--- src/rtl/fixed_point_subtractor_serial.sv ---
// Digit-serial unsigned fixed-point subtractor (A - B), fractional LSB digit first.
// Optional macro FXP_SUB_SAT_EN: clamp negative results to zero (negative flag still reports borrow).

module fxs_digit_cell #(
    parameter int DIGIT_W = 4
) (
    input  logic [DIGIT_W-1:0] a,
    input  logic [DIGIT_W-1:0] b,
    input  logic               borrow_in,
    output logic [DIGIT_W-1:0] diff,
    output logic               borrow_out
);
    // One extra bit catches the borrow; the worst case 0 - max - 1 still fits.
    logic [DIGIT_W:0] wide;

    assign wide       = {1'b0, a} - {1'b0, b} - {{DIGIT_W{1'b0}}, borrow_in};
    assign diff       = wide[DIGIT_W-1:0];
    assign borrow_out = wide[DIGIT_W];
endmodule

module fixed_point_subtractor_serial #(
    parameter int INT_W   = 8,
    parameter int FRAC_W  = 4,
    parameter int DIGIT_W = 4
) (
    input  logic              clk,
    input  logic              rst_n,
    input  logic              in_valid,
    output logic              in_ready,
    input  logic [INT_W-1:0]  a_integer,
    input  logic [FRAC_W-1:0] a_fractional,
    input  logic [INT_W-1:0]  b_integer,
    input  logic [FRAC_W-1:0] b_fractional,
    output logic              out_valid,
    input  logic              out_ready,
    output logic [INT_W:0]    result_integer,
    output logic [FRAC_W-1:0] result_fractional,
    output logic              negative
);
    localparam int W      = INT_W + FRAC_W;
    localparam int DIGITS = W / DIGIT_W;
    localparam int IDX_W  = (DIGITS > 1) ? $clog2(DIGITS) : 1;

    typedef enum logic [1:0] {IDLE, CALC, HOLD} state_t;

    state_t                           state;
    logic [DIGITS-1:0][DIGIT_W-1:0]   a_q;
    logic [DIGITS-1:0][DIGIT_W-1:0]   b_q;
    logic [DIGITS-1:0][DIGIT_W-1:0]   diff_q;
    logic [DIGITS-1:0][DIGIT_W-1:0]   diff_next;
    logic                             borrow;
    logic [IDX_W-1:0]                 idx;

    logic [DIGIT_W-1:0]               digit_diff;
    logic                             borrow_out;
    logic                             last_digit;
    logic [W:0]                       full_word;

    fxs_digit_cell #(.DIGIT_W(DIGIT_W)) u_cell (
        .a          (a_q[idx]),
        .b          (b_q[idx]),
        .borrow_in  (borrow),
        .diff       (digit_diff),
        .borrow_out (borrow_out)
    );

    always_comb begin
        diff_next      = diff_q;
        diff_next[idx] = digit_diff;
    end

    // Final borrow becomes the sign bit of the INT_W+1.FRAC_W two's-complement word.
    assign full_word  = {borrow_out, diff_next};
    assign last_digit = (idx == IDX_W'(DIGITS - 1));

    assign in_ready  = (state == IDLE);
    assign out_valid = (state == HOLD);

    always_ff @(posedge clk or negedge rst_n) begin
        if (!rst_n) begin
            state             <= IDLE;
            a_q               <= '0;
            b_q               <= '0;
            diff_q            <= '0;
            borrow            <= 1'b0;
            idx               <= '0;
            result_integer    <= '0;
            result_fractional <= '0;
            negative          <= 1'b0;
        end else begin
            case (state)
                IDLE: begin
                    if (in_valid) begin
                        a_q    <= {a_integer, a_fractional};
                        b_q    <= {b_integer, b_fractional};
                        diff_q <= '0;
                        borrow <= 1'b0;
                        idx    <= '0;
                        state  <= CALC;
                    end
                end
                CALC: begin
                    diff_q <= diff_next;
                    borrow <= borrow_out;
                    idx    <= idx + IDX_W'(1);
                    if (last_digit) begin
                        negative <= borrow_out;
`ifdef FXP_SUB_SAT_EN
                        if (borrow_out) begin
                            result_integer    <= '0;
                            result_fractional <= '0;
                        end else begin
                            result_integer    <= full_word[W:FRAC_W];
                            result_fractional <= full_word[FRAC_W-1:0];
                        end
`else
                        result_integer    <= full_word[W:FRAC_W];
                        result_fractional <= full_word[FRAC_W-1:0];
`endif
                        state <= HOLD;
                    end
                end
                HOLD: begin
                    if (out_ready) state <= IDLE;
                end
                default: state <= IDLE;
            endcase
        end
    end
endmodule

--- config.mk ---
export PLATFORM = sky130hd
export DESIGN_NAME = fixed_point_subtractor_serial
export DESIGN_NICKNAME = d
export VERILOG_FILES = /design/src/rtl/fixed_point_subtractor_serial.sv
export SDC_FILE = /design/constraint.sdc
export NUM_CORES = 1
export LEC_CHECK = 0
export ABC_CLOCK_PERIOD_IN_PS = 3800
export CORE_ASPECT_RATIO = 0.75
export CORE_MARGIN = 3
export CORE_UTILIZATION = 53
export DETAILED_ROUTE_END_ITERATION = 7
export PLACE_DENSITY = 0.79
export SLEW_MARGIN = 20
export SYNTH_ARGS = -nofsm -noshare
export SYNTH_HDL_FRONTEND = slang
export SYNTH_HIERARCHICAL = 1
export SYNTH_SLANG_ARGS = --single-unit
--- constraint.sdc ---
create_clock -name clk -period 3.8 [get_ports clk]
set_clock_uncertainty 0.2 [all_clocks]
set_input_delay 0.76 -clock clk [delete_from_list [all_inputs] [get_ports clk]]
set_output_delay 0.76 -clock clk [all_outputs]
set_load 0.05 [all_outputs]
# Yosys cells after proc, flatten, opt, wreduce, memory -nomap -nowiden
# Cells that the tools add are included.
# W data, S select, Z words.
[word_totals]
register_bits = 55
input_bits = 28
word_cells = 50
[classes]
add_sub_neg = 3
order_cmp = 2
n_eq_ne = 6
mux = 17
n_reduce_logical = 7
[op_table]
columns = ["op", "count"]
rows = [
  ["$pmux W12 S2", 1],
  ["$bmux W4 S2", 2],
  ["$bwmux W12", 1],
  ["$mux W12", 1],
  ["$mux W4", 3],
  ["$demux W4 S2", 1],
  ["$mux W2", 4],
  ["$pmux W2 S3", 1],
  ["$reduce_and A2 Y1", 3],
  ["$sub A4 B4 Y5", 1],
  ["$sub A5 B1 Y5", 1],
  ["$eq A2 B2 Y1 const B", 2],
  ["$ne A2 B2 Y1 const B", 2],
  ["$pmux W2 S2", 1],
  ["$lt A2 B3 Y1 const B", 1],
  ["$reduce_and A3 Y1", 1],
  ["$add A2 B1 Y2 const B", 1],
  ["$eq A2 B1 Y1 const B", 1],
  ["$ge A2 B1 Y1 const B", 1],
  ["$logic_not A2 Y1", 1],
  ["$ne A2 B1 Y1 const B", 1],
  ["$pmux W1 S2", 1],
  ["$reduce_bool A2 Y1", 1],
  ["$logic_and A1 B1 Y1", 1],
  ["$mux W1", 1],
]

# Longest topological paths before layout
[depth]
word_depth = 6
depth_mapped = 13
mapped_depth_nobuf = 11

# Modules after synthesis
# The synthesis kept the hierarchy.
[modules_own_cells]
columns = ["module", "instances", "cells_per_inst", "area_each_um2", "seq_area_each_um2"]
rows = [
  ["fixed_point_subtractor_serial", 1, 181, 2542.4, 1301.2],
  ["fxs_digit_cell", 1, 24, 207.7, 0.0],
]

# Worst setup path after synthesis
# Ideal clock, no wire load.
[synth_timing]
path_kind = "flip-flop to flip-flop"
startpoint = "register idx[0]"
endpoint = "register result_integer[3]"
setup_time_ns = 0.125
t_arrival_ns = 2.690
required_ns = 3.475
slack_ns = 0.785
path_stages_with_launch = 14
path_buffers = 2
cell_sequence = "dfrtp_1 > buf_2 > nor2b_1 > clkbuf_1 > o2bb2ai_1 > inv_1 > fa_1 > inv_1 > ha_1 > o21ai_0 > nand3b_1 > xor2_1 > mux2_2 > mux2_2"
[synth_between]
elab_chain_cells = 5
elab_cells_between_ends = 14
classes_between = "add/sub (2); order compare (2); eq/ne (1); mux (7); reduce/logical (2)"
[synth_rtl]
columns = ["item", "line", "text"]
rows = [
  ["start: declaration", "52", "logic [IDX_W-1:0] idx;"],
  ["start signal: assignment", "105", "idx <= idx + IDX_W'(1);"],
  ["$bmux W4 S2 (on tied branches)", "60, 61", ""],
  ["$mux W4 (on tied branches)", "60, 61", ""],
  ["$sub A4 B4 Y5 *", "16", "assign wide = {1'b0, a} - {1'b0, b} - {{DIGIT_W{1'b0}}, borrow_in};"],
  ["$sub A5 B1 Y5 *", "16", ""],
  ["net digit_diff[3]", "54", "logic [DIGIT_W-1:0] digit_diff;"],
  ["$bwmux W12 *", "69", "diff_next[idx] = digit_diff;"],
  ["end signal: assignment", "117", "result_integer <= full_word[W:FRAC_W];"],
  ["end: declaration", "36", "output logic [INT_W:0] result_integer,"],
]
# The timed path passes the listed nets; every way through them passes the cells marked *. The select of a mux whose other input is x is not followed.
# A chain may end at the register's enable or synchronous reset.

# Worst setup path after layout
# Ends and elaborated chain as after synthesis.

==> flow_summary.json <==
{
  "h-tree-depth": 2,
  "yosysUniqueCellTypes": 30,
  "reg2reg_slack_ps": 570,
  "max_slew_margin_pct": 43.69,
  "viasPerCell": 5.577,
  "r2r_cells": 12,
  "antenna_found_initial": 0,
  "post-cts-setup-buffer-count": 0,
  "endpoint": "result_integer[3]",
  "core_area_mm2": 0.004955,
  "hold_viol": 0,
  "place_inst": 299,
  "worst_slew_pin_slew_ps": 844.7,
  "vias": 1712,
  "cts_root_buf": "clkbuf_8",
  "hpwlAfterDp_um": 3580,
  "setup_viol_count_final": 0,
  "arrival_ps": 3230,
  "first_pass_iters": 4,
  "rsz0062_at_grt": "no",
  "status": "finished clean",
  "layout_common_cells": "dfrtp_1, clkdlybuf4s50_1, mux2_2, nor2b_1, inv_1",
  "finalNonFillerCells": 307,
  "grt_first_pass_wirelength_um": 8514,
  "max-cap-violations": 0,
  "syn_to_final_growth_pct": 19.61,
  "hold_path_class": "flop to flop",
  "grtUsageTotal_pct": 18.47,
  "finalCritPeriodShare_pct": 84.96,
  "drive_above_1_share_pct": 26.32,
  "clock_path_buffers": 2,
  "period_needed_ps": 3229,
  "netlist_instances": 205,
  "grt_start_max_net_pins": 37,
  "ys_seq_area_share_pct": 47.32,
  "fill_cells": 386,
  "drtAntennaViolNets": 0,
  "holdBufCountCts": 0,
  "finalSetupTns_ps": 0,
  "syn-cell-area_mm2": 0.002750,
  "n_antenna_cell": 0,
  "avgSynthCellArea_um2": 13.42,
  "ios": 44,
  "initial_core_util_pct": 55.51,
  "nets": 286,
  "wl_per_cell_um": 16.67,
  "timing.rr.end": "result_integer[3]",
  "crit_fanout": 11,
  "start_kind": "flop",
  "die-area_mm2": 0.006099,
  "final_util_pct": 66.39,
  "path_class": "flop to flop",
  "r2r_start": "idx[0]",
  "dieWidth_um": 89.18,
  "totalWireLength_um": 5118,
  "cts.clk_slew.worst_paths_ps": 90,
  "numPortBuffers": 43,
  "drtIter0Drc": 90,
  "routabilityCongestion": 0.7671,
  "finalMaxSlewViolations": 0,
  "synth_nets": 245,
  "grt_overflow": 0,
  "final_common_cell": "dfrtp_1",
  "fp.dieH_um": 68.39,
  "crit_required_ps": 3800,
  "clock.fmax_mhz": 309.7,
  "cts_resized": 0,
  "cts_sinks": 52,
  "clk_latency_ps": 310,
  "synth_warnings": 6,
  "cts_tree": "yes",
  "grt_pass1_vias": 1725,
  "critPathLaunch": "idx[0]",
  "hold_slack_ps": 311.3,
  "ys_seq_elements": 52,
  "end_kind": "flop",
  "drc": 0,
  "numCtsBuffers": 5,
  "rows": 22
}
final cells by class:
| class | count | area (um2) | share of cell area, % |
|---|---|---|---|
| Clock buffer | 6 | 82.58 | 2.510 |
| Clock inverter | 2 | 10.01 | 0.3043 |
| Inverter | 11 | 41.29 | 1.255 |
| Multi-Input combinational cell | 127 | 1309 | 39.79 |
| Sequential cell | 52 | 1301 | 39.56 |
| Tap cell | 60 | 75.07 | 2.282 |
| Timing Repair Buffer | 49 | 470.5 | 14.30 |
metrics by stage:
stage	instance area (um2)	setup WS, ps
after detailed placement	3197	587.6
after floorplan	2750	785.0
after global routing	3289	383.7
after global placement	3197	723.6
after CTS	3289	563.0
final	3289	571.4
worst min-delay path by stage:
stage          startpoint      end  slack, ps  depth (start not counted)
3_5_place_dp       a_q[9]   a_q[9]        300                          1
5_1_grt            borrow   borrow        340                          1
6_report           a_q[9]   a_q[9]        310                          1
4_1_cts            a_q[9]   a_q[9]        320                          1
3_3_place_gp      b_q[11]  b_q[11]        290                          1
2_1_floorplan       rst_n   a_q[0]        260                          0
cell families after synthesis:
logic type	share of synthesized area (%)
compound gates	8.053
xor+xnor	1.274
fa+ha+maj	6.006
buf+inv	5.095
flops	47.32
mux	23.52
simple gates	8.736
worst max-delay path, stage by stage, from the launching register on:
cell and delay [ps]:
dfrtp_1 560, nor2b_1 180, buf_4 170, o2bb2ai_1 120, inv_1 80, fa_1 550, inv_1 60, ha_1 170
o21ai_0 170, nand3b_1 120, xor2_1 200, mux2_2 280, mux2_2 260
flip-flops by register name, summed over array words and instances (netlist names):
name and count:
idx 2, result_integer 9, borrow 1, state 2
diff_q 10, b_q 12, result_fractional 4, a_q 12
layer usage:
layer  global-route usage (%)  up-vias  wire, um
met3                    4.452        5       150
met4                    5.576        0        48
li1                         -      824         -
met2                    26.84       27      2267
met5                        0        -         0
met1                    27.22      856      2652
synth_stat cells:
| master | count | share of area, % |
|---|---|---|
| dfrtp_1 | 52 | 47 |
| mux2_2 | 40 | 16 |
| nor2b_1 | 13 | 3.0 |
| inv_1 | 11 | 1.5 |
| a221o_1 | 10 | 3.6 |
| ha_1 | 10 | 4.5 |
| and4b_1 | 9 | 3.3 |
| mux2i_1 | 8 | 2.9 |
| o2bb2ai_1 | 8 | 2.5 |
| mux2_4 | 7 | 3.8 |
| clkbuf_1 | 5 | 0.68 |
| buf_2 | 4 | 0.73 |
| xor2_1 | 4 | 1.3 |
| buf_4 | 3 | 0.82 |
| nand2b_1 | 3 | 0.68 |
| a22o_1 | 2 | 0.64 |
| buf_6 | 2 | 0.82 |
| fa_1 | 2 | 1.5 |
| a21o_1 | 1 | 0.27 |
| a21oi_1 | 1 | 0.18 |
| a21oi_2 | 1 | 0.32 |
| and3b_1 | 1 | 0.32 |
| and4b_2 | 1 | 0.41 |
| buf_8 | 1 | 0.55 |
| mux2_1 | 1 | 0.41 |
| nand3b_1 | 1 | 0.27 |
| nor2_1 | 1 | 0.14 |
| nor3b_4 | 1 | 0.68 |
| o21ai_0 | 1 | 0.18 |
| o21bai_1 | 1 | 0.27 |
Power is not shown: default switching activity piles up to over one toggle a cycle in this logic, so the estimate is an artifact.
==> variant, RTL diff (same settings) <==
The parameter `FRAC_W` goes from 4 to 16.
--- a/src/rtl/fixed_point_subtractor_serial.sv
+++ b/src/rtl/fixed_point_subtractor_serial.sv
@@ -22,3 +22,3 @@
     parameter int INT_W   = 8,
-    parameter int FRAC_W  = 4,
+    parameter int FRAC_W  = 16,
     parameter int DIGIT_W = 4
Interface: changed (resized a_fractional, b_fractional and result_fractional); port bits go from 44 to 80. The function was not compared with the original's and may differ.
==> variant against the unedited design <==
Sequential cell count grew 51; routed wire length grew 110%; critical path depth is the same; synthesized cell count grew 94%; worst setup slack lost 170 ps; synthesized area grew 75%; design area grew 81%; sequential share of layout area grew 3.7 points.
Power is not shown: default switching activity piles up to over one toggle a cycle in this logic, so the estimate is an artifact.
==> variant: results (changes against the unedited design) <==
- Status: finished clean
- Biggest registers after layout: a_q: 24 flops, b_q: 24 flops, diff_q: 24 flops
- Largest cells by area after synthesis: dfrtp_1, mux2_2, nand2_1, mux2i_1, a221o_1
- First-pass GRT wire length: 17800 µm (+110%)
- Area Growth Syn to Fin: 24.1%
- Initial DRC Count: 218 (+140%)
- Synth cell types: 36 (+20%)
- Syn Area/Cell: 12.1 µm² (-10%)
- CP Max Fanout: 8 (-3)
- All-Layer GR Usage: 0.226 (+0.0413)
- Later-pin clock latency in the skew report: 340 ps (+30 ps)
- Clock root cell: clkbuf_16
- Total Wirelength: 10600 µm (+110%)
- Via/cell ratio: 5.61 (+0.60%)
- Layout cells sized above 1: 0.203 (-0.0598)
- Fill count: 649 (+68%)
- Max-slew headroom: 0.409 (-0.0274)
- Pin count of the biggest net entering global routing: 89 (+140%)
- GP Congestion: 0.838 (+9.2%)
- Nets: 534 (+87%)
- Pre-CTS setup slack: 445 ps (-143 ps)
- Placed cell count: 569 (+90%)
- PortBufs: 79 (+84%)
- Htree depth: 3 (+1)
- Post-synth top cells: dfrtp_1, mux2_2, nand2_1
- Arr. time, crit path: 3450 ps (+220 ps)
- Slowest cell on crit path: fa_1
- CTS Buf Count: 9 (+4)
- Post-Syn Nets: 460 (+88%)
- Seq/Total Area, Yosys: 0.537 (+0.0637)
- Worst-path clk slew: 70 ps (-20 ps)
==> variant: cell type report <==
type,count,area share
sequential,103,0.432
tap,108,0.0227
clock inverter,3,0.00294
timing repair buffer,89,0.148
clock buffer,13,0.0437
inverter,11,0.00693
multi-input combinational,258,0.344
==> variant: per-stage QoR <==
stage,util,cell area [µm²]
floorplan,-,4800
global placement,0.657,5680
detailed placement,0.657,5680
CTS,0.690,5960
global route,0.690,5960
finish,0.690,5960
==> variant: final timing paths <==
path / from / endpoint / slack (ps) / cells after the start
setup / recovery: idx[2] / result_integer[7] / 410 / 12
hold / removal: result_fractional[1] / result_fractional[1] / 270 / 2
setup reg to reg: idx[2] / result_integer[7] / 410 / 12
hold reg to reg: result_fractional[1] / result_fractional[1] / 270 / 2
max in group asynchronous: rst_n / a_q[22] / 2400 / 2
min in group asynchronous: rst_n / b_q[21] / 280 / 1
==> variant: kinds of logic (layout without fill, tap and decap cells) <==
kind of cell             after synthesis  count (layout)  synth area share
AO/OA/AOI/OAI                         45              45            0.0706
XOR/XNOR                               5               5           0.00912
adder cells (fa/ha/maj)               10              10            0.0292
buffers and inverters                 37             116            0.0378
flip-flops                           103             103             0.537
multiplexers                          86              86             0.202
AND/OR/NAND/NOR                      112             112             0.115
==> variant: worst max-delay path, delay by kind of cell, from the launching register on <==
| kind | cells | cell delay, ps |
|---|---|---|
| compound gates | 4 | 700 |
| xor+xnor | 1 | 500 |
| fa+ha+maj | 2 | 710 |
| buf+inv | 2 | 140 |
| flops | 1 | 410 |
| mux | 1 | 140 |
| simple gates | 2 | 530 |
==> variant: per-layer routing <==
layer / wire length [µm] / GRT usage
met5: 0 / 0
met4: 74 / 0.0653
met3: 545 / 0.0519
met2: 4930 / 0.358
met1: 5000 / 0.317
